$ cat config.mk
export PLATFORM = sky130hd
export DESIGN_NAME = vga_pixel_writer
export DESIGN_NICKNAME = d
export VERILOG_FILES = /design/src/rtl/vga_pixel_writer.sv
export SDC_FILE = /design/constraint.sdc
export NUM_CORES = 1
export LEC_CHECK = 0
export CAP_MARGIN = 10
export CELL_PAD_IN_SITES_DETAIL_PLACEMENT = 1
export CELL_PAD_IN_SITES_GLOBAL_PLACEMENT = 1
export CORE_ASPECT_RATIO = 0.9
export CORE_MARGIN = 1.5
export CORE_UTILIZATION = 55
export CTS_BUF_LIST = sky130_fd_sc_hd__clkbuf_8
export DETAILED_ROUTE_END_ITERATION = 6
export PLACE_DENSITY_LB_ADDON = 0.2
export SLEW_MARGIN = 20
export SYNTH_ARGS = -nofsm -noshare
export SYNTH_HDL_FRONTEND = slang
export SYNTH_SLANG_ARGS = --single-unit
$ cat constraint.sdc
create_clock -name clock -period 7.4 [get_ports clock]
set_input_delay 0.74 -clock clock [delete_from_list [all_inputs] [get_ports clock]]
set_output_delay 0.74 -clock clock [all_outputs]
set_load 0.1 [all_outputs]
$ cat src/rtl/vga_pixel_writer.sv
// Pixel FIFO and framebuffer write port with hardware full-screen fill.
// Optional: VGA_PW_TRANSPARENT_EN drops pixels of TRANSPARENT_COLOR.
module vga_pixel_writer #(
    parameter int         DEPTH             = 16,
    parameter logic [2:0] TRANSPARENT_COLOR = 3'b000
) (
    input  logic        clock,
    input  logic        reset,
    input  logic        plot,
    input  logic [8:0]  x,
    input  logic [7:0]  y,
    input  logic [2:0]  color,
    input  logic        fill_start,
    input  logic [2:0]  fill_color,
    input  logic        mem_ready,
    output logic        mem_wren,
    output logic [16:0] mem_addr,
    output logic [2:0]  mem_data,
    output logic        busy,
    output logic        fill_done,
    output logic        overflow
);

    localparam int          AW        = $clog2(DEPTH);
    localparam logic [16:0] LAST_ADDR = 17'd76799;

    typedef enum logic [1:0] {
        IDLE,
        DRAIN,
        FILL,
        FILL_DONE
    } state_t;

    state_t state, state_n;

    logic [19:0]   fifo_mem [DEPTH];
    logic [AW:0]   wr_ptr, rd_ptr, count;
    logic [AW-1:0] nxt_idx;
    logic          empty, full, one_left;
    logic          in_range, keep, push_req, push, pop;
    logic [16:0]   pix_addr;
    logic [19:0]   head, nxt_head;
    logic          fill_pending;
    logic [2:0]    fill_color_q;
    logic          accept;
    logic          ld_head, ld_next, ld_fill, inc_fill, clr_wren, clr_pending;

    assign count    = wr_ptr - rd_ptr;
    assign empty    = (count == '0);
    assign full     = (count == (AW+1)'(DEPTH));
    assign one_left = (count == (AW+1)'(1));
    assign nxt_idx  = rd_ptr[AW-1:0] + AW'(1);
    assign head     = fifo_mem[rd_ptr[AW-1:0]];
    assign nxt_head = fifo_mem[nxt_idx];
    assign accept   = mem_wren && mem_ready;

    assign in_range = plot && (x < 9'd320) && (y < 8'd240);
`ifdef VGA_PW_TRANSPARENT_EN
    assign keep = (color != TRANSPARENT_COLOR);
`else
    logic unused_tc;
    assign unused_tc = ^TRANSPARENT_COLOR;
    assign keep      = 1'b1;
`endif
    assign push_req = in_range && keep;
    assign push     = push_req && !full;

    // y*320 + x as y*256 + y*64 + x
    assign pix_addr = {1'b0, y, 8'b0} + {3'b0, y, 6'b0} + {8'b0, x};

    assign busy = (state != IDLE) || !empty || fill_pending || mem_wren;

    // FIFO pointers; the head stays queued until its write is accepted
    always_ff @(posedge clock) begin
        if (reset) begin
            wr_ptr <= '0;
            rd_ptr <= '0;
        end else begin
            if (push) wr_ptr <= wr_ptr + (AW+1)'(1);
            if (pop)  rd_ptr <= rd_ptr + (AW+1)'(1);
        end
    end

    // FIFO storage holds precomputed address and color
    always_ff @(posedge clock) begin
        if (push) fifo_mem[wr_ptr[AW-1:0]] <= {pix_addr, color};
    end

    // Sticky drop flag; full is judged before any same-cycle pop
    always_ff @(posedge clock) begin
        if (reset)                 overflow <= 1'b0;
        else if (push_req && full) overflow <= 1'b1;
    end

    // Fill request latch, ignored while a fill is pending or running
    always_ff @(posedge clock) begin
        if (reset) begin
            fill_pending <= 1'b0;
            fill_color_q <= 3'b000;
        end else if (clr_pending) begin
            fill_pending <= 1'b0;
        end else if (fill_start && state != FILL && !fill_pending) begin
            fill_pending <= 1'b1;
            fill_color_q <= fill_color;
        end
    end

    // State register
    always_ff @(posedge clock) begin
        if (reset) state <= IDLE;
        else       state <= state_n;
    end

    // Next-state and datapath control
    always_comb begin
        state_n     = state;
        pop         = 1'b0;
        ld_head     = 1'b0;
        ld_next     = 1'b0;
        ld_fill     = 1'b0;
        inc_fill    = 1'b0;
        clr_wren    = 1'b0;
        clr_pending = 1'b0;
        fill_done   = 1'b0;
        unique case (state)
            IDLE: begin
                if (fill_pending && empty && !mem_wren) begin
                    state_n = FILL;
                    ld_fill = 1'b1;
                end else if (!empty) begin
                    state_n = DRAIN;
                    ld_head = 1'b1;
                end
            end
            DRAIN: begin
                if (accept) begin
                    pop = 1'b1;
                    if (one_left) begin
                        clr_wren = 1'b1;
                        state_n  = IDLE;
                    end else begin
                        ld_next = 1'b1;
                    end
                end
            end
            FILL: begin
                if (accept) begin
                    if (mem_addr == LAST_ADDR) begin
                        clr_wren = 1'b1;
                        state_n  = FILL_DONE;
                    end else begin
                        inc_fill = 1'b1;
                    end
                end
            end
            FILL_DONE: begin
                fill_done   = 1'b1;
                clr_pending = 1'b1;
                if (!empty) begin
                    state_n = DRAIN;
                    ld_head = 1'b1;
                end else begin
                    state_n = IDLE;
                end
            end
            default: state_n = IDLE;
        endcase
    end

    // Registered write port; untouched while stalled
    always_ff @(posedge clock) begin
        if (reset) begin
            mem_wren <= 1'b0;
            mem_addr <= '0;
            mem_data <= '0;
        end else if (ld_fill) begin
            mem_wren <= 1'b1;
            mem_addr <= '0;
            mem_data <= fill_color_q;
        end else if (ld_head) begin
            mem_wren <= 1'b1;
            {mem_addr, mem_data} <= head;
        end else if (ld_next) begin
            mem_wren <= 1'b1;
            {mem_addr, mem_data} <= nxt_head;
        end else if (inc_fill) begin
            mem_addr <= mem_addr + 17'd1;
        end else if (clr_wren) begin
            mem_wren <= 1'b0;
        end
    end

endmodule

==> results.py <==
metrics = {
    "run_status": {
        "outcome": "complete, no violations",
    },
    "cells_and_area": {
        "regArea_um2": 10500,
        "n_antenna_cell": 0,
        "syn2layout_area_growth_pct": 12.2,
        "fin_nets": 1100,
        "drive_gt1_share_pct": 30.6,
        "final_common_cell": "edfxtp_1",
        "multi_input_area_um2": 6740,
        "final_area_um2": 19500,
        "n_fill_cell": 2730,
        "mostFrequentLayoutCells": "320 x edfxtp_1, 195 x mux4_2, 59 x clkbuf_8, 54 x a21oi_1, 51 x clkdlybuf4s50_1",
    },
    "power": {
        "p_comb_share_pct": 23.7,
        "ir_worst_vdd_v": 0.000259,
        "pwr-share-clk_pct": 29.0,
        "pwr-share-seq_pct": 47.3,
        "switchingPower_mw": 1.74,
        "swShare_pct": 33.2,
        "p_per_area_nw_per_um2": 269,
        "intPower_mw": 3.50,
        "leakagePower_nw": 6.08,
    },
    "job": {
        "cap_violations": 0,
    },
    "sta": {
        "whs_ns": 0.496,
        "max-slew-margin-rel_pct": 22.8,
        "finClkSkew_ns": 0.0232,
        "fin_setup_tns_ns": 0,
        "setup_viol": 0,
        "slew_violations": 0,
        "period_share_pct": 65.1,
        "fmaxAchievable_mhz": 208,
        "period_minus_slack_ns": 4.82,
        "hold_violations": 0,
        "rsz0062_at_grt": "no",
        "tightest_slew_ns": 1.15,
    },
    "routing": {
        "dr.pass1.iters": 5,
        "via_count": 10300,
        "drcViolationCount": 0,
        "drt-initial-drc-count": 1281,
        "vias_per_cell": 6.87,
        "routed_wl_um": 46000,
        "drtAntennaViolNets": 0,
        "wl_per_cell_um": 30.8,
    },
    "place": {
        "port-buffer-count": 51,
        "routabilityCongestion": 0.814,
        "place_area_um2": 18400,
        "dp_hpwl_um": 29700,
    },
    "setup_path": {
        "arrival_ns": 4.08,
        "r2r_start": "rd_ptr[0]$_SDFFE_PP0P_",
        "regToRegSetupSlack_ns": 2.76,
        "max_stage_delay_ns": 1.14,
        "crit_slowest_cell": "clkdlybuf4s50_1",
        "path_max_fanout": 41,
        "startpoint_type": "flop",
        "critPathRequiredTime_ns": 6.66,
        "crit_path_end_kind": "output pin",
        "reg2reg_to": "fifo_mem[0][18]$_DFFE_PP_",
        "worstPathCellList": "ha_1, fa_1, nand2b_1, a21oi_1, xnor2_1, nor2_1, nand3_1, clkdlybuf4s50_1",
        "crit_type": "reg2out",
        "rr_worst_depth": 9,
    },
    "clock_tree": {
        "cts_buffer_depth": 3,
        "cts-root-buf": "clkbuf_8",
        "cts_hold_buf": 0,
        "cts_resized": 0,
        "clk_pin_slew_ns": 0.06,
        "h-tree-depth": 2,
        "cts_tree": "built",
        "post-cts-setup-buffers": 0,
        "clkLatencyLatePin_ns": 0.62,
        "cts_buffers": 56,
        "clkSinkCount": 362,
    },
    "synthesis": {
        "synth-simple-area-share_pct": 3.24,
        "synth_top_family_by_area": "multiplexers",
        "synth-seq-area-share_pct": 60.2,
        "ys_types": 49,
        "syn_area_um2": 17400,
        "synth_adder_area_share_pct": 2.51,
        "yosys.area_share.xor_xnor_pct": 1.71,
        "synthCells": 964,
        "synth_edf_count": 320,
        "muxShareOfSynthArea_pct": 25.9,
        "yosysWarnings": 0,
        "synth_compound_area_share_pct": 4.75,
        "synth_seq_cells": 362,
        "synthArstFlopShare_pct": 0,
        "syn_nets": 1025,
        "syn_area_per_cell_um2": 18.0,
        "ys.flop_type": "edfxtp_1",
    },
    "floorplan": {
        "initial_utilization_pct": 56.0,
        "ios": 52,
        "die_width_um": 190,
        "fp.dieH_um": 172,
        "die-area_um2": 32600,
        "core_um2": 31000,
        "rows": 61,
    },
    "global_routing": {
        "grt-ovfl-total": 0,
        "grt_start_max_net_pins": 65,
        "grt_pass1_wl_um": 69200,
        "first_global_vias": 10700,
        "grt_usage_pct": 29.3,
        "antenna_found_initial": 2,
    },
    "worst_hold_path": {
        "min-delay-start": "overflow$_SDFFE_PP0P_",
        "hp-class": "reg2reg",
        "whs_path_depth": 1,
        "hold_end": "overflow$_SDFFE_PP0P_",
    },
}
==> worst max-delay path by stage <==
stage	to	cells past startpoint	slack (ns)	start
floorplan	fifo_mem[3][0]$_DFFE_PP_	9	3.36	wr_ptr[0]$_SDFFE_PP0P_
global placement	fifo_mem[0][16]$_DFFE_PP_	8	3.01	rd_ptr[0]$_SDFFE_PP0P_
detailed placement	fifo_mem[0][16]$_DFFE_PP_	8	2.88	rd_ptr[0]$_SDFFE_PP0P_
CTS	busy	8	2.52	rd_ptr[0]$_SDFFE_PP0P_
global route	busy	8	2.30	rd_ptr[0]$_SDFFE_PP0P_
finish	busy	8	2.58	rd_ptr[0]$_SDFFE_PP0P_
==> cell type report <==
class                      instances  area share [%]
clock buffer                      59            4.17
multi-input combinational        529            34.6
sequential                       362            53.7
inverter                          12           0.231
clock inverter                    43            1.00
timing repair buffer              78            3.72
tap                              409            2.63
==> cells in the mapped netlist, drive strengths merged, types with 3 or more instances <==
library cell / instances / area [µm²]
edfxtp: 320 / 9610
mux4: 195 / 4390
a21oi: 55 / 275
dfxtp: 42 / 841
nor2: 42 / 158
clkbuf: 41 / 154
o21ai: 37 / 185
ha: 30 / 375
nand2: 29 / 109
buf: 20 / 101
xnor2: 17 / 149
xor2: 17 / 149
a21boi: 14 / 105
inv: 12 / 45.0
nand3: 12 / 60.1
nor3: 10 / 50.1
mux2i: 8 / 80.1
a211oi: 6 / 50.1
a22oi: 6 / 45.0
nand4: 6 / 43.8
a21o: 5 / 37.5
nor2b: 5 / 31.3
or3: 4 / 25.0
fa: 3 / 60.1
nand2b: 3 / 18.8
o21bai: 3 / 22.5
o22ai: 3 / 18.8
==> sequential cells by signal, summed over array words and instances, names as in the netlist, named ones only <==
register,cells
fifo_mem,320
fill_color_q,3
fill_pending,1
mem_addr,17
mem_data,3
mem_wren,1
overflow,1
rd_ptr,5
state,2
wr_ptr,5
==> routing by layer <==
metal  share of wire [%]  global-route usage, %  vias up
met5               0.028                      0        -
met4                 2.4                   8.70        2
met3                  10                   5.61       89
met2                  47                   44.9      620
met1                  41                   43.4     5340
li1                    -                      -     4199
==> critical path, delay by kind of cell, from the launching register on <==
family	cells	cell delay, ns
buf+inv	1	1.14
flops	1	0.90
fa+ha+maj	2	0.54
simple gates	3	0.42
xor+xnor	1	0.34
compound gates	1	0.10
==> power groups by stage <==
stage / sequential, mW / clock [mW] / combinational (mW)
floorplan: 2.84 / 0 / 0.575
global placement: 2.52 / 0 / 1.20
detailed placement: 2.52 / 0 / 1.23
CTS: 2.48 / 1.55 / 1.24
global route: 2.49 / 1.62 / 1.32
finish: 2.48 / 1.52 / 1.24
==> metrics by stage <==
step | worst slack [ns] | cells | total power [mW] | utilization, %
3_5_place_dp | 2.88 | 1389 | 3.75 | 59.5
5_1_grt | 2.30 | 1492 | 5.43 | 62.9
4_1_cts | 2.52 | 1491 | 5.26 | 62.7
6_report | 2.58 | 1492 | 5.24 | 62.9
2_1_floorplan | 3.36 | 964 | 3.41 | -
3_3_place_gp | 3.01 | 1389 | 3.72 | 59.5
==> kinds of logic (layout without fill, tap and decap cells) <==
kind of cell             count (synthesis)  after routing
AO/OA/AOI/OAI                          138            138
XOR/XNOR                                34             34
adder cells (fa/ha/maj)                 33             33
buffers and inverters                   73            192
flip-flops                             362            362
multiplexers                           205            205
AND/OR/NAND/NOR                        119            119
No activity file was read; power rests on OpenSTA's default activity.
